<file path="src/rtl/oled_text_sequencer_if.sv">
`default_nettype none
// ============================================================================
// Module   : oled_text_sequencer_if
// Brief    : UART receive / OLED byte-writer bus bundle for oled_text_sequencer.
// Revision : 1.0
// ============================================================================
interface oled_text_sequencer_if;
    logic [7:0] rx_byte;
    logic       rx_dval;
    logic       wr_req;
    logic       wr_dc;
    logic [7:0] wr_byte;
    logic       wr_ack;
    logic       busy;
    logic       frame_done;
    logic       overflow;
    logic       rx_drop;
    logic [2:0] page;

    modport slave (
        input  rx_byte, rx_dval, wr_ack,
        output wr_req, wr_dc, wr_byte, busy, frame_done, overflow, rx_drop, page
    );

    modport master (
        output rx_byte, rx_dval, wr_ack,
        input  wr_req, wr_dc, wr_byte, busy, frame_done, overflow, rx_drop, page
    );
endinterface
`default_nettype wire

</file>
<file path="src/rtl/oled_text_sequencer.sv">
`default_nettype none
// ============================================================================
// Module   : oled_text_sequencer
// Brief    : Collects a delimited UART text frame, then writes page/column
//            commands and the characters to an OLED byte writer.
// Revision : 1.0
// ============================================================================
module oled_text_sequencer #(
    parameter int         MAX_CHARS  = 16,
    parameter logic [7:0] START_BYTE = 8'h00,
    parameter logic [7:0] END_BYTE   = 8'hFF
) (
    input  logic                  CLOCK_50,
    input  logic                  reset,
    oled_text_sequencer_if.slave  bus
);

    localparam int CW = $clog2(MAX_CHARS + 1);
    localparam int IW = (MAX_CHARS > 1) ? $clog2(MAX_CHARS) : 1;
    localparam logic [CW-1:0] c_MAX_CHARS = CW'(MAX_CHARS);

    typedef enum logic [2:0] {
        S_IDLE    = 3'd0,
        S_COLLECT = 3'd1,
        S_CMD     = 3'd2,
        S_CHAR    = 3'd3,
        S_DONE    = 3'd4
    } state_t;

    state_t        r_state;
    logic [CW-1:0] r_count;
    logic [CW-1:0] r_idx;
    logic [1:0]    r_cmd_idx;
    logic [7:0]    r_buf [MAX_CHARS];
    logic          r_wr_req;
    logic          r_wr_dc;
    logic [7:0]    r_wr_byte;
    logic          r_busy;
    logic          r_frame_done;
    logic          r_overflow;
    logic [2:0]    r_page;

    logic          w_is_start;
    logic          w_is_end;
    logic          w_store;
    logic          w_last_char;
    logic [7:0]    w_cmd_byte;
    logic [7:0]    w_char;
    logic          w_rx_drop;

    assign w_is_start  = bus.rx_dval && (bus.rx_byte == START_BYTE);
    assign w_is_end    = bus.rx_dval && (bus.rx_byte == END_BYTE);
    assign w_store     = (r_state == S_COLLECT) && bus.rx_dval && !w_is_start
                         && !w_is_end && (r_count != c_MAX_CHARS);
    assign w_last_char = ((r_idx + CW'(1)) == r_count);
    assign w_char      = r_buf[r_idx[IW-1:0]];
    assign w_rx_drop   = bus.rx_dval && !reset &&
                         ((r_state == S_CMD) || (r_state == S_CHAR) || (r_state == S_DONE));

    always_comb begin
        w_cmd_byte = 8'h10;
        case (r_cmd_idx)
            2'd0:    w_cmd_byte = {5'b10110, r_page};
            2'd1:    w_cmd_byte = 8'h00;
            default: w_cmd_byte = 8'h10;
        endcase
    end

    // Character storage is never reset; only r_count decides what is valid.
    always_ff @(posedge CLOCK_50) begin
        if (w_store) begin
            r_buf[r_count[IW-1:0]] <= bus.rx_byte;
        end
    end

    always_ff @(posedge CLOCK_50) begin
        if (reset) begin
            r_state      <= S_IDLE;
            r_count      <= '0;
            r_idx        <= '0;
            r_cmd_idx    <= 2'd0;
            r_wr_req     <= 1'b0;
            r_wr_dc      <= 1'b0;
            r_wr_byte    <= 8'h00;
            r_busy       <= 1'b0;
            r_frame_done <= 1'b0;
            r_overflow   <= 1'b0;
            r_page       <= 3'd0;
        end else begin
            r_frame_done <= 1'b0;
            case (r_state)
                S_IDLE: begin
                    if (w_is_start) begin
                        r_state    <= S_COLLECT;
                        r_count    <= '0;
                        r_overflow <= 1'b0;
                    end
                end
                S_COLLECT: begin
                    if (w_is_start) begin
                        r_count    <= '0;
                        r_overflow <= 1'b0;
                    end else if (w_is_end) begin
                        if (r_count == '0) begin
                            r_state <= S_IDLE;
                        end else begin
                            r_state   <= S_CMD;
                            r_busy    <= 1'b1;
                            r_cmd_idx <= 2'd0;
                        end
                    end else if (bus.rx_dval) begin
                        if (r_count == c_MAX_CHARS) begin
                            r_overflow <= 1'b1;
                        end else begin
                            r_count <= r_count + CW'(1);
                        end
                    end
                end
                // A low wr_req here is always the idle cycle after an update,
                // so raising it now gives the required gap between requests.
                S_CMD: begin
                    if (!r_wr_req) begin
                        r_wr_req  <= 1'b1;
                        r_wr_dc   <= 1'b0;
                        r_wr_byte <= w_cmd_byte;
                    end else if (bus.wr_ack) begin
                        r_wr_req <= 1'b0;
                        if (r_cmd_idx == 2'd2) begin
                            r_state <= S_CHAR;
                            r_idx   <= '0;
                        end else begin
                            r_cmd_idx <= r_cmd_idx + 2'd1;
                        end
                    end
                end
                S_CHAR: begin
                    if (!r_wr_req) begin
                        r_wr_req  <= 1'b1;
                        r_wr_dc   <= 1'b1;
                        r_wr_byte <= w_char;
                    end else if (bus.wr_ack) begin
                        r_wr_req <= 1'b0;
                        if (w_last_char) begin
                            r_state      <= S_DONE;
                            r_frame_done <= 1'b1;
                        end else begin
                            r_idx <= r_idx + CW'(1);
                        end
                    end
                end
                S_DONE: begin
                    r_busy  <= 1'b0;
                    r_page  <= r_page + 3'd1;
                    r_state <= S_IDLE;
                end
                default: r_state <= S_IDLE;
            endcase
        end
    end

    assign bus.wr_req     = r_wr_req;
    assign bus.wr_dc      = r_wr_dc;
    assign bus.wr_byte    = r_wr_byte;
    assign bus.busy       = r_busy;
    assign bus.frame_done = r_frame_done;
    assign bus.overflow   = r_overflow;
    assign bus.rx_drop    = w_rx_drop;
    assign bus.page       = r_page;

endmodule
`default_nettype wire

</file>
<file path="src/flat_wrapper.sv">
// flat-port wrapper written by rule: the top's interface ports become plain ports
module oled_text_sequencer_flat 
#(
    parameter int         MAX_CHARS  = 16,
    parameter logic [7:0] START_BYTE = 8'h00,
    parameter logic [7:0] END_BYTE   = 8'hFF
)
  (CLOCK_50, reset, bus_rx_byte, bus_rx_dval, bus_wr_ack, bus_wr_req, bus_wr_dc, bus_wr_byte, bus_busy, bus_frame_done, bus_overflow, bus_rx_drop, bus_page);
  oled_text_sequencer_if bus_i ();
  input  logic CLOCK_50;
  input  logic reset;
  input wire logic [$bits(bus_i.rx_byte)-1:0] bus_rx_byte;
  input wire logic [$bits(bus_i.rx_dval)-1:0] bus_rx_dval;
  input wire logic [$bits(bus_i.wr_ack)-1:0] bus_wr_ack;
  output wire logic [$bits(bus_i.wr_req)-1:0] bus_wr_req;
  output wire logic [$bits(bus_i.wr_dc)-1:0] bus_wr_dc;
  output wire logic [$bits(bus_i.wr_byte)-1:0] bus_wr_byte;
  output wire logic [$bits(bus_i.busy)-1:0] bus_busy;
  output wire logic [$bits(bus_i.frame_done)-1:0] bus_frame_done;
  output wire logic [$bits(bus_i.overflow)-1:0] bus_overflow;
  output wire logic [$bits(bus_i.rx_drop)-1:0] bus_rx_drop;
  output wire logic [$bits(bus_i.page)-1:0] bus_page;
  assign bus_i.rx_byte = bus_rx_byte;
  assign bus_i.rx_dval = bus_rx_dval;
  assign bus_i.wr_ack = bus_wr_ack;
  assign bus_wr_req = bus_i.wr_req;
  assign bus_wr_dc = bus_i.wr_dc;
  assign bus_wr_byte = bus_i.wr_byte;
  assign bus_busy = bus_i.busy;
  assign bus_frame_done = bus_i.frame_done;
  assign bus_overflow = bus_i.overflow;
  assign bus_rx_drop = bus_i.rx_drop;
  assign bus_page = bus_i.page;
  oled_text_sequencer #(.MAX_CHARS(MAX_CHARS), .START_BYTE(START_BYTE), .END_BYTE(END_BYTE)) u_core (.CLOCK_50(CLOCK_50), .reset(reset), .bus(bus_i));
endmodule
</file>
<file path="config.mk">
export PLATFORM = sky130hd
export DESIGN_NAME = oled_text_sequencer_flat
export DESIGN_NICKNAME = d
export VERILOG_FILES = /design/src/rtl/oled_text_sequencer_if.sv /design/src/rtl/oled_text_sequencer.sv /design/src/flat_wrapper.sv
export SDC_FILE = /design/constraint.sdc
export NUM_CORES = 1
export LEC_CHECK = 0
export CAP_MARGIN = 40
export CORE_ASPECT_RATIO = 0.6
export CORE_MARGIN = 5
export CORE_UTILIZATION = 40
export CTS_CLUSTER_SIZE = 30
export DETAILED_ROUTE_END_ITERATION = 12
export GPL_TIMING_DRIVEN = 0
export PLACE_DENSITY_LB_ADDON = 0.12
export SLEW_MARGIN = 30
export SYNTH_ARGS = -nofsm -noshare
export SYNTH_HDL_FRONTEND = slang
export SYNTH_SLANG_ARGS = --single-unit
</file>
<file path="constraint.sdc">
create_clock -name CLOCK_50 -period 3.4 [get_ports CLOCK_50]
set_input_delay 0.51 -clock CLOCK_50 [delete_from_list [all_inputs] [get_ports CLOCK_50]]
set_output_delay 0.51 -clock CLOCK_50 [all_outputs]
set_load 0.02 [all_outputs]
</file>
* Yosys cells after proc, flatten, opt, wreduce, memory -nomap -nowiden
Memory sizes are Yosys's and may differ from the RTL's. A register that Yosys moved wholly into a read port is not among the register bits. Cells that the tools add are included.
Word-level totals: memories kept 1, latch bits 0, ROM bits 0, memory bits (writable) 128, output and inout port bits 17, register bits 31, logic and storage cells 132, bits of input ports 12
Memory list:
- u_core.r_buf | words 16, bits a word 8, rd ports 1, clocked after memory_dff 1, write ports 1, RTL line oled_text_sequencer.sv:34 | logic [7:0] r_buf [MAX_CHARS];
Operators by class: divide/modulo/power cells 0, bitwise gates (word level) 3, shift operators 0, reduce and logical (&&, ||, !) cells 30, order comparisons 0, multiply operators 0, add/subtract/negate cells 4, mux-type cells 55, eq/ne operators 28
Operator list (count):
- 5-bit 2-to-1 mux | 11
- 8-bit case mux with 2 select lines | 2
- 3-bit 2-to-1 mux | 9
- 5-bit case mux with 2 select lines | 2
- 2-bit != test, second input constant | 9
- 8-bit 2-to-1 mux | 2
- 1-bit 2-to-1 mux | 15
- 2-bit 2-to-1 mux | 7
- 7-bit AND reduction | 2
- 3-bit by 2-bit != test with 1-bit output, second input constant | 4
- 3-bit case mux with 4 select lines | 1
- 5-bit by 1-bit adder with 5-bit output, second input constant | 2
- 2-bit by 1-bit != test with 1-bit output, second input constant | 5
- 5-bit AND reduction | 2
- 9-bit AND reduction | 1
- 8-bit equality test, second input constant | 1
- 1-bit logical AND | 8
- 8-bit logical NOT | 1
- 4-bit 2-to-1 mux | 2
- 2-bit nonzero test | 4
- 3-bit by 2-bit equality test with 1-bit output, second input constant | 2
- 1-bit case mux with 2 select lines | 3
- 5-bit equality test | 1
- 5-bit equality test, second input constant | 1
- 18 further kinds | 23

* Depth between registers and ports, before layout
word-level depth 8, depth in mapped cells 7, depth with buffers taken out 7

* Worst setup path before layout
OpenSTA, ideal clock, no wires.
kind register -> register, start point register u_core.r_count[0], end point memory u_core.r_buf[0][0], enable pin, stages on the path, launching flop included 8, arrival time 2132 ps, required time 3017 ps, setup slack 885 ps, buffers on the path 0, setup time 383 ps, clock period less this slack 2515 ps, cells stage by stage dfxtp_1 -> inv_1 -> ha_1 -> nand2_1 -> o31ai_1 -> nor4b_2 -> nand2_1 -> nor3_1
Between the ends: longest elaborated chain between the ends 4
Ends and longest elaborated chain:
- start: declaration | RTL line oled_text_sequencer.sv:31 | logic [CW-1:0] r_count;
- start signal: assignment | RTL line oled_text_sequencer.sv:115 | r_count <= r_count + CW'(1);
- 5-bit != test | RTL line oled_text_sequencer.sv:54 | && !w_is_end && (r_count != c_MAX_CHARS);
- 1-bit logical AND | RTL line oled_text_sequencer.sv:54
- 1-bit 2-to-1 mux | RTL line oled_text_sequencer.sv:71 | if (w_store) begin
- 1-bit 2-to-1 mux (not written as such) | RTL line oled_text_sequencer.sv:72 | r_buf[r_count[IW-1:0]] <= bus.rx_byte;
- end: declaration | RTL line oled_text_sequencer.sv:34
Parallel ways exist; a longest one is shown, timed or not.

* Worst setup path in the final report
start point input port bus_rx_byte[0], end point memory u_core.r_buf[7][4], enable pin
Between the ends: longest elaborated chain between the ends 8, elaborated cells between the ends (all ways) 11, classes of those cells eq/ne (1); mux (2); reduce/logical (8)
Ends and longest elaborated chain:
- start: declaration | RTL line flat_wrapper.sv:12 | input wire logic [$bits(bus_i.rx_byte)-1:0] bus_rx_byte;
- 8-bit logical NOT | RTL line oled_text_sequencer.sv:51 | assign w_is_start = bus.rx_dval && (bus.rx_byte == START_BYTE);
- 1-bit logical AND | RTL line oled_text_sequencer.sv:51
- 1-bit logical NOT | RTL line oled_text_sequencer.sv:53 | assign w_store = (r_state == S_COLLECT) && bus.rx_dval && !w_is_start
- 1-bit logical AND | RTL line oled_text_sequencer.sv:53
- 1-bit logical AND (*) (2 in series) | RTL line oled_text_sequencer.sv:54
- 1-bit 2-to-1 mux (*) | RTL line oled_text_sequencer.sv:71
- 1-bit 2-to-1 mux (not written as such) (*) | RTL line oled_text_sequencer.sv:72
Every way passes the cells marked *; elsewhere a longest branch is shown, timed or not.

==> results.ini <==
[global_routing]
overflow = 0
grt_use_total_pct = 17.0
antenna_found_initial = 0
grt_pass1_vias = 4165
grt_max_degree = 19
grt_pass1_wl_mm = 25.6

[timing]
finalClockSkew_ns = 0.0210
finalHoldViolations = 0
fin_crit_ns = 3.20
period_share_pct = 94.2
setup_slack_ns = 0.196
worstMarginPinSlew_ns = 0.739
rsz0062_at_grt = false
setup_viol_count_final = 0
finalMaxSlewViolations = 0
clock.fmax_mhz = 312
relSlewSlack_pct = 50.7

[setup_path]
critical_path.max_fanout = 18
cpPeakStageDelay_ns = 0.90
crit_type = in2reg
r2r_start = u_core.r_count[0]
worstPathArrival_ns = 3.25
critPathLaunch = bus_rx_byte[0]
r2r_cells = 7
crit_chain = clkdlybuf4s50_1 > nor3_1 > nand4b_1 > nor4b_4 > nand2_1 > nor2_2
cp-end-kind = flip-flop
worstPathRequired_ns = 3.45
r2r-end = u_core.r_buf[7][4]
endpoint = u_core.r_buf[7][4]
cp_slowest_cell = clkdlybuf4s50_1
setup.worst_path.start_class = primary input
ff2ff_setup_slack_ns = 0.63

[power]
power_uw = 3980
leakage_uw = 0.00264
peakVddDrop_v = 0.000297
power.density_nw_per_um2 = 491

[finish]
area_growth_pct = 17.8
final_cell_mix = 128 x edfxtp_1, 35 x dfxtp_1, 33 x mux4_2
multi_input_area_um2 = 2220
nets = 524
regArea_um2 = 4540
antenna_cells = 0
fin_cells = 749
n_fill_cell = 1530
post_route_cells_drive_above_1_share_pct = 21.7
final_common_cell = edfxtp_1

[placed_design]
portBuffers = 28
gp_congestion = 0.860
post-place-cells = 718
place_ws_ns = -0.519
place_hpwl_mm = 11.8

[drt]
avgRoutedWirePerCell_um = 21.9
post-route-drc-count = 0
postRouteAntennaNets = 0
vias = 4124
avgViaCountPerCell = 5.51
wirelength_mm = 16.4
drt_pre_antenna_iters = 5
drtIter0Drc = 410

[clock_network]
cts-root-buf = clkbuf_16
hold_buffers = 0
numClockSinks = 163
path_clk_slew_ns = 0.07
clockBufferDepth = 2
clk_latency_ns = 0.42
cts_tree = done
htree_levels = 4
numCtsBuffers = 17

[yosys]
yosysUniqueCellTypes = 60
synth-seq-cells = 163
synthCells = 448
yosysSeqAreaShare_pct = 66.0
syn-num-nets = 470
yosys_warnings = 0
synth.avg_cell_area_um2 = 15.4
synthArstFlopShare_pct = 0
syn_area_um2 = 6890
synth_top_flop_cell = edfxtp_1
synth_edf_count = 128

[floorplanning]
initial_core_util_pct = 40.4
std_cell_rows = 37
fp.coreArea_um2 = 17000
die_x_um = 179
io_pins = 29
dieArea_um2 = 20000
chipHeight_um = 112

[flow_run]
cap_violations = 0

[worst_hold_path]
hold_path.class = reg2reg

[run_status]
status = finished, final reports clean

power breakdown:
| group | leakage [uW] | total [uW] | switching (uW) | internal [uW] |
|---|---|---|---|---|
| sequential | 0.00143 | 2140 | 0.0510 | 2140 |
| combinational | 0.000944 | 55.6 | 41.4 | 14.3 |
| clock | 0.000263 | 1780 | 826 | 957 |
metal layers:
layer | track usage [%] | vias up | wire, um
li1 | - | 1877 | -
met1 | 27.2 | 2133 | 8490
met2 | 23.4 | 103 | 6980
met3 | 3.75 | 11 | 850
met4 | 3.86 | 0 | 97
met5 | 0 | - | 0
stage by stage:
step	hold WS, ns	TNS [ns]	utilization (%)	cell area, um2
2_1_floorplan	0.479	0	-	6890
4_1_cts	0.472	-0.322	47.6	8110
5_1_grt	0.488	0	47.6	8120
3_5_place_dp	0.455	-52.44	44.4	7560
3_3_place_gp	0.443	-93.26	43.8	7460
6_report	0.473	0	47.6	8120
logic make-up after synthesis:
logic type / share of synthesized area, %
DFF: 66.0
and+or+nand+nor: 8.70
AOI/OAI and AO/OA: 6.88
muxes: 13.1
buffers and inverters: 2.49
adders and majority gates: 1.82
xor gates and xnor gates: 1.02
timing repair:
item	4_1_cts	5_1_grt
resized for setup	3	1
setup buffers	0	0
setup endpoints to repair	69	107
endpoints found under the hold margin	0	0
pin swaps	0	0
critical path, delay by kind of cell:
kind                   cells  cell delay (ns)
buffers and inverters      1             0.90
and+or+nand+nor            5             1.83
flip-flops by register name, indices dropped and copies added (netlist names), named ones only:
signal,cells
u_core.r_buf,128
u_core.bus.wr_byte,8
u_core.r_count,5
u_core.r_idx,5
u_core.bus.page,3
u_core.r_state,3
u_core.r_cmd_idx,2
u_core.bus.busy,1
u_core.bus.frame_done,1
u_core.bus.overflow,1
u_core.bus.wr_dc,1
u_core.bus.wr_req,1
synthesized netlist by cell type (all sizes together), types with 4 or more instances:
library cell	number	area [um2]
a311oi	4	35.0
mux2i	6	60.1
edfxtp	128	3840
a2111oi	5	43.8
mux2	9	101
nor2b	5	31.3
a21oi	13	65.1
clkbuf	9	33.8
buf	14	88.8
dfxtp	35	701
xnor2	5	43.8
nand2	19	71.3
nand4	4	25.0
mux4	33	743
and3	4	25.0
nand3	6	30.0
nor3	18	95.1
inv	13	48.8
ha	10	125
nand2b	9	56.3
o21ai	8	40.0
nor2	38	143
worst min path at each step:
stage,from,end,cells after the start
floorplan,u_core.r_cmd_idx[0],u_core.r_cmd_idx[0],1
global placement,u_core.bus.wr_byte[2],u_core.bus.wr_byte[2],1
detailed placement,u_core.bus.wr_byte[1],u_core.bus.wr_byte[1],1
CTS,u_core.bus.wr_byte[1],u_core.bus.wr_byte[1],1
global route,u_core.bus.wr_byte[1],u_core.bus.wr_byte[1],1
finish,u_core.bus.wr_byte[1],u_core.bus.wr_byte[1],1
area by class of cell:
class	instances	area share (%)
repair buffers	36	4.18
clock inverters	14	1.48
flip-flops and latches	163	56.0
plain buffers	22	1.50
clock buffers	18	5.29
well taps	234	3.61
multi-input cells	249	27.4
inverters	13	0.601
Power figures use the tool's default switching activity.
